<file path="src/rtl/dyt_writeback_stage_pkg.sv">
// Shared types for the writeback stage: widths, write-back source select,
// load funct3 encodings and the MEM->WB register bundle.
package dyt_writeback_stage_pkg;

   localparam int XLEN      = 32;
   localparam int NREG_BITS = 5;
   localparam int CNT_W     = 64;

   typedef logic [XLEN-1:0]      word_t;
   typedef logic [NREG_BITS-1:0] reg_idx_t;

   typedef enum logic [1:0] {
      WB_ALU  = 2'd0,
      WB_LOAD = 2'd1,
      WB_PC4  = 2'd2,
      WB_RSVD = 2'd3
   } wb_sel_t;

   localparam logic [2:0] LOAD_LB  = 3'b000;
   localparam logic [2:0] LOAD_LH  = 3'b001;
   localparam logic [2:0] LOAD_LW  = 3'b010;
   localparam logic [2:0] LOAD_LBU = 3'b100;
   localparam logic [2:0] LOAD_LHU = 3'b101;

   typedef struct packed {
      logic       reg_write;
      reg_idx_t   rd;
      wb_sel_t    wb_sel;
      logic [2:0] funct3;
      word_t      alu_result;
      word_t      load_data;
      word_t      pc4;
   } wb_bundle_t;

endpackage

</file>
<file path="src/rtl/dyt_writeback_stage_load_align.sv">
// Combinational load extraction: picks the byte/half out of an aligned word,
// extends it, and flags misaligned or unsupported load encodings.
module dyt_load_align
   import dyt_writeback_stage_pkg::*;
(
   input  logic [XLEN-1:0] word,
   input  logic [1:0]      offset,
   input  logic [2:0]      funct3,
   output logic [XLEN-1:0] data,
   output logic            misalign
);

   logic [7:0]  byte_v;
   logic [15:0] half_v;

   always_comb begin
      byte_v = word[7:0];
      case (offset)
         2'd0:    byte_v = word[7:0];
         2'd1:    byte_v = word[15:8];
         2'd2:    byte_v = word[23:16];
         default: byte_v = word[31:24];
      endcase
      half_v = offset[1] ? word[31:16] : word[15:0];
   end

   always_comb begin
      data     = '0;
      misalign = 1'b0;
      case (funct3)
         LOAD_LB:  data = {{(XLEN-8){byte_v[7]}}, byte_v};
         LOAD_LBU: data = {{(XLEN-8){1'b0}}, byte_v};
         LOAD_LH: begin
            data     = {{(XLEN-16){half_v[15]}}, half_v};
            misalign = offset[0];
         end
         LOAD_LHU: begin
            data     = {{(XLEN-16){1'b0}}, half_v};
            misalign = offset[0];
         end
         LOAD_LW: begin
            data     = word;
            misalign = (offset != 2'd0);
         end
         // Reserved load encodings are reported through the misalign trap.
         default:  misalign = 1'b1;
      endcase
   end

endmodule

</file>
<file path="src/rtl/dyt_writeback_stage.sv">
// Writeback stage: one-entry MEM/WB register, result select, register file
// write port, WB->EX bypass, misaligned-load trap and retire counter.
module dyt_writeback_stage
   import dyt_writeback_stage_pkg::*;
(
   input  logic        clk,
   input  logic        rst,
   input  logic        mem_valid,
   output logic        mem_ready,
   input  logic        mem_reg_write,
   input  logic [4:0]  mem_rd,
   input  logic [1:0]  mem_wb_sel,
   input  logic [2:0]  mem_funct3,
   input  logic [31:0] mem_alu_result,
   input  logic [31:0] mem_load_data,
   input  logic [31:0] mem_pc4,
   input  logic        halt,
   output logic        rf_wen,
   output logic [4:0]  rf_w_sel,
   output logic [31:0] rf_w_data,
   output logic        fwd_valid,
   output logic [4:0]  fwd_rd,
   output logic [31:0] fwd_data,
   output logic        trap_misalign,
   output logic [31:0] trap_addr,
   output logic [63:0] instret
);

   wb_bundle_t             wb_q, wb_d;
   logic                   wb_valid_q, wb_valid_d;
   logic [CNT_W-1:0]       instret_q, instret_d;

   logic                   retire;
   logic                   accept;
   logic                   misalign;
   logic                   count_en;
   logic [XLEN-1:0]        load_data;
   logic                   load_misalign;
   logic [XLEN-1:0]        wb_data;

   // Valid/ready: a transfer happens when mem_valid & mem_ready; the held entry
   // leaves on retire, so a new one can load in the same cycle without a bubble.
   assign retire    = wb_valid_q & ~halt;
   assign mem_ready = ~wb_valid_q | retire;
   assign accept    = mem_valid & mem_ready;

   dyt_load_align u_load_align (
      .word     (wb_q.load_data),
      .offset   (wb_q.alu_result[1:0]),
      .funct3   (wb_q.funct3),
      .data     (load_data),
      .misalign (load_misalign)
   );

   always_comb begin
      misalign = (wb_q.wb_sel == WB_LOAD) & load_misalign;
      case (wb_q.wb_sel)
         WB_LOAD: wb_data = load_data;
         WB_PC4:  wb_data = wb_q.pc4;
         default: wb_data = wb_q.alu_result;
      endcase
   end

   always_comb begin
      wb_d       = wb_q;
      wb_valid_d = wb_valid_q;
      if (accept) begin
         wb_d.reg_write  = mem_reg_write;
         wb_d.rd         = mem_rd;
         wb_d.wb_sel     = wb_sel_t'(mem_wb_sel);
         wb_d.funct3     = mem_funct3;
         wb_d.alu_result = mem_alu_result;
         wb_d.load_data  = mem_load_data;
         wb_d.pc4        = mem_pc4;
         wb_valid_d      = 1'b1;
      end else if (retire) begin
         wb_valid_d = 1'b0;
      end
   end

   // Trapping loads retire without counting; x0 and no-write instructions count.
   assign count_en  = retire & ~misalign;
   assign instret_d = instret_q + {{(CNT_W-1){1'b0}}, count_en};

   always_ff @(posedge clk or posedge rst) begin
      if (rst) begin
         wb_q       <= '0;
         wb_valid_q <= 1'b0;
         instret_q  <= '0;
      end else begin
         wb_q       <= wb_d;
         wb_valid_q <= wb_valid_d;
         instret_q  <= instret_d;
      end
   end

   always_comb begin
      rf_wen        = retire & wb_q.reg_write & (wb_q.rd != '0) & ~misalign;
      rf_w_sel      = wb_q.rd;
      rf_w_data     = wb_data;
      fwd_valid     = rf_wen;
      fwd_rd        = wb_q.rd;
      fwd_data      = wb_data;
      trap_misalign = retire & misalign;
      trap_addr     = wb_q.alu_result;
      instret       = instret_q;
   end

endmodule
</file>
<file path="config.mk">
export PLATFORM = sky130hd
export DESIGN_NAME = dyt_writeback_stage
export DESIGN_NICKNAME = d
export VERILOG_FILES = /design/src/rtl/dyt_writeback_stage_pkg.sv /design/src/rtl/dyt_writeback_stage_load_align.sv /design/src/rtl/dyt_writeback_stage.sv
export SDC_FILE = /design/constraint.sdc
export NUM_CORES = 1
export LEC_CHECK = 0
export CORE_MARGIN = 4
export CORE_UTILIZATION = 45
export DETAILED_ROUTE_END_ITERATION = 7
export DONT_BUFFER_PORTS = 1
export SYNTH_ARGS = -nofsm -noshare
export SYNTH_HDL_FRONTEND = slang
export SYNTH_HIERARCHICAL = 1
export SYNTH_SLANG_ARGS = --single-unit
</file>
<file path="constraint.sdc">
create_clock -name clk -period 5.46 [get_ports clk]
set_clock_uncertainty 0.1 [all_clocks]
set_input_delay 0.546 -clock clk [delete_from_list [all_inputs] [get_ports clk]]
set_output_delay 0.546 -clock clk [all_outputs]
set_load 0.01 [all_outputs]
</file>
==> flow_metrics.tcl <==
set metrics [dict create \
    wire_per_inst_um 23.04 \
    htreeDepth 4 \
    post_cts_buffers 0 \
    hp-class "in -> async" \
    end_kind "flip-flop" \
    crit_cells 10 \
    synth_commonest_cells "dfrtp_1, mux2_2, buf_4" \
    drt_first_iter_violations 242 \
    drv_cap 0 \
    p_total_mw 3.471 \
    yosysSeqAreaShare 0.4844 \
    crit_type "reg -> reg" \
    ys_ff_latch 172 \
    grt.overflow.total 0 \
    rsz0062_at_grt "false" \
    synth_edf_count 0 \
    netlist_instances 771 \
    grt_usage 0.2021 \
    hold_viol_final 0 \
    synth_area_leaders "dfrtp_1, mux2_2, buf_4" \
    routed_via_density 5.823 \
    synth_top_family_by_area "multiplexers" \
    cp_cell_sequence "o31a_2 > o22a_2 > a21oi_1 > ha_1 > ha_1 > nand4_2 > nor4_1 > nand4_2 > nor3_2 > xor2_1" \
    mappedNetlistNets 886 \
    worst-path-buf-inv 0 \
    clock_sinks 172 \
    drc_errors 0 \
    dp_slack_ns 1.394 \
    reg2reg_depth 10 \
    peakVddDrop_mv 0.2039 \
    max-slew-margin-rel 0.3205 \
    synth_xor_area_frac 0.06111 \
    synth_top_area_cell "dfrtp_1" \
    synthAdderAreaFrac 0.005632 \
    antenna_found_initial 7 \
    crit_path_top_delay_cell "nor4_1" \
    setup_violations 0 \
    synth_top_cell_area_share 0.4844 \
    finalSetupTns_ns 0 \
    core_um2 19460 \
    worstMarginPinSlew_ns 1.019 \
    ctsLongestPathBuffers 2 \
    synth.avg_cell_area_um2 11.53 \
    clk_latency_ns 0.43 \
    status "complete, no violations" \
    synth_compound_area_frac 0.08857 \
    cp-start-kind "flip-flop" \
    drtPass1Iterations 4 \
    cts_buffers 17 \
    worst_ep_required_time_ns 5.71 \
    power.density_nw_per_um2 379.3 \
    hpwl_um 16220 \
    die-area_um2 22060 \
    nets 800 \
    drv_slew 0 \
    grt_start_max_net_pins 101 \
    critical_path_peak_fanout 18 \
    ant_nets 0 \
    wl_um 22220 \
    ctsResizeCount 0 \
    synth-main-ff-cell "dfrtp_1" \
    initial_utilization 0.4566 \
    clkTransAtPathRegs_ns 0.07 \
    grt_pass1_wl_um 34440 \
    synth-simple-area-share 0.1287 \
    synth.area.mux_share 0.1462 \
    die_h_um 148.5 \
    fin_ws_ns 1.420 \
    dp.cells 931 \
    reg2reg_setup_slack_ns 1.42 \
    ioPinCount 285 \
    min_period_ns 4.040 \
    max_freq_mhz 247.5 \
    gp_congestion 0.8033 \
    post_synth_instance_area_um2 8886 \
    cts_tree "yes" \
    yosys.cell_count.top_type "dfrtp_1" \
    fin_cells 964 \
    synthArstFlopShare 1.000 \
    portBuffers 0 \
    area_delta_synth_final_pct 2.985 \
    path_delay_family "simple AND/OR/NAND/NOR gates" \
    worst_path_largest_cell_delay_ns 0.84 \
    first_global_vias 5807 \
    ctsHoldBuffers 0 \
    yosys_warnings 6 \
    leakage_nw 4.004 \
    ys_types 52 \
    drive_above_1_share 0.2794 \
    cp.arrival_ns 4.29 \
    post-route-period-util 0.7399 \
    row_count 51 \
    vias 5613 \
    cts_root_buf "clkbuf_16" \
    dieWidth_um 148.5 \
]
[sequential cells by signal, summed over array words and instances (netlist names)]
register	cells
wb_q	70
instret	64
fwd_rd	5
trap_addr	32
wb_valid_q	1
[placed cells by master, fill, tap and decap left out, types with 3 or more instances in the layout]
master,netlist,routed
and4_1,3,3
mux2i_1,6,6
o21ai_0,34,34
inv_6,0,7
nand2b_1,3,3
xor2_1,32,32
ha_1,4,3
nor4_1,4,4
nand4_2,3,3
mux2_2,108,108
a21o_2,16,16
a221o_1,11,11
nor3_1,13,13
dfrtp_1,172,172
xnor2_1,30,30
nor2_1,24,24
a211o_1,4,4
nand4_4,3,3
nor2b_1,9,9
nor4_2,3,3
inv_1,11,10
and3_1,10,10
nand3_1,15,15
clkbuf_16,0,17
nand2_1,58,58
nand4_1,21,21
a22oi_1,32,32
buf_4,76,5
nor3_2,5,5
[report_power, final]
part           internal (mW)  switching, mW  total, mW
clock network          0.699          0.545       1.24
registers               1.41          0.185       1.60
logic                  0.249          0.381      0.630
total                   2.36           1.11       3.47
[path summary, 6_finish.rpt]
kind,start,to
hold reg to reg,wb_q[14]$_DFFE_PP0P_,wb_q[14]$_DFFE_PP0P_
hold / removal,rst,trap_addr[16]$_DFFE_PP0P_
max in group asynchronous,rst,wb_q[48]$_DFFE_PP0P_
setup reg to reg,trap_addr[1]$_DFFE_PP0P_,instret[50]$_DFF_PP0_
setup / recovery,trap_addr[1]$_DFFE_PP0P_,instret[50]$_DFF_PP0_
min in group clk,mem_valid,wb_valid_q$_DFFE_PP0P_
[layer usage]
layer	track usage	share of wire	vias up
met5	0	0.0041	-
met4	0.06374	0.015	12
met3	0.07374	0.087	34
met2	0.3328	0.50	213
met1	0.2487	0.39	2854
li1	-	-	2500
[layout make-up]
type	instances	area [um2]
antenna	1	2.502
clock buffer	19	442.9
clock inverter	13	152.6
fill	1750	10310
inverter	11	46.29
multi-input combinational	478	3834
sequential	172	4304
tap	265	331.6
timing repair buffer	5	37.54
[through the flow]
step             util  cell area (um2)  hold WS (ns)
2_1_floorplan       -             8886        0.3810
3_3_place_gp   0.4395             8553        0.3896
3_5_place_dp   0.4395             8553        0.3976
4_1_cts        0.4701             9149       0.07747
5_1_grt        0.4702             9151        0.1108
6_report       0.4702             9151       0.04585
[cell families (layout without fill, tap and decap cells)]
family / Yosys count / after routing
xor+xnor: 62 / 62
buf+inv: 121 / 48
simple gates: 192 / 192
flops: 172 / 172
mux: 115 / 115
other cells: 0 / 1
fa+ha+maj: 4 / 4
compound gates: 105 / 105
(Power assumes the default switching activity.)
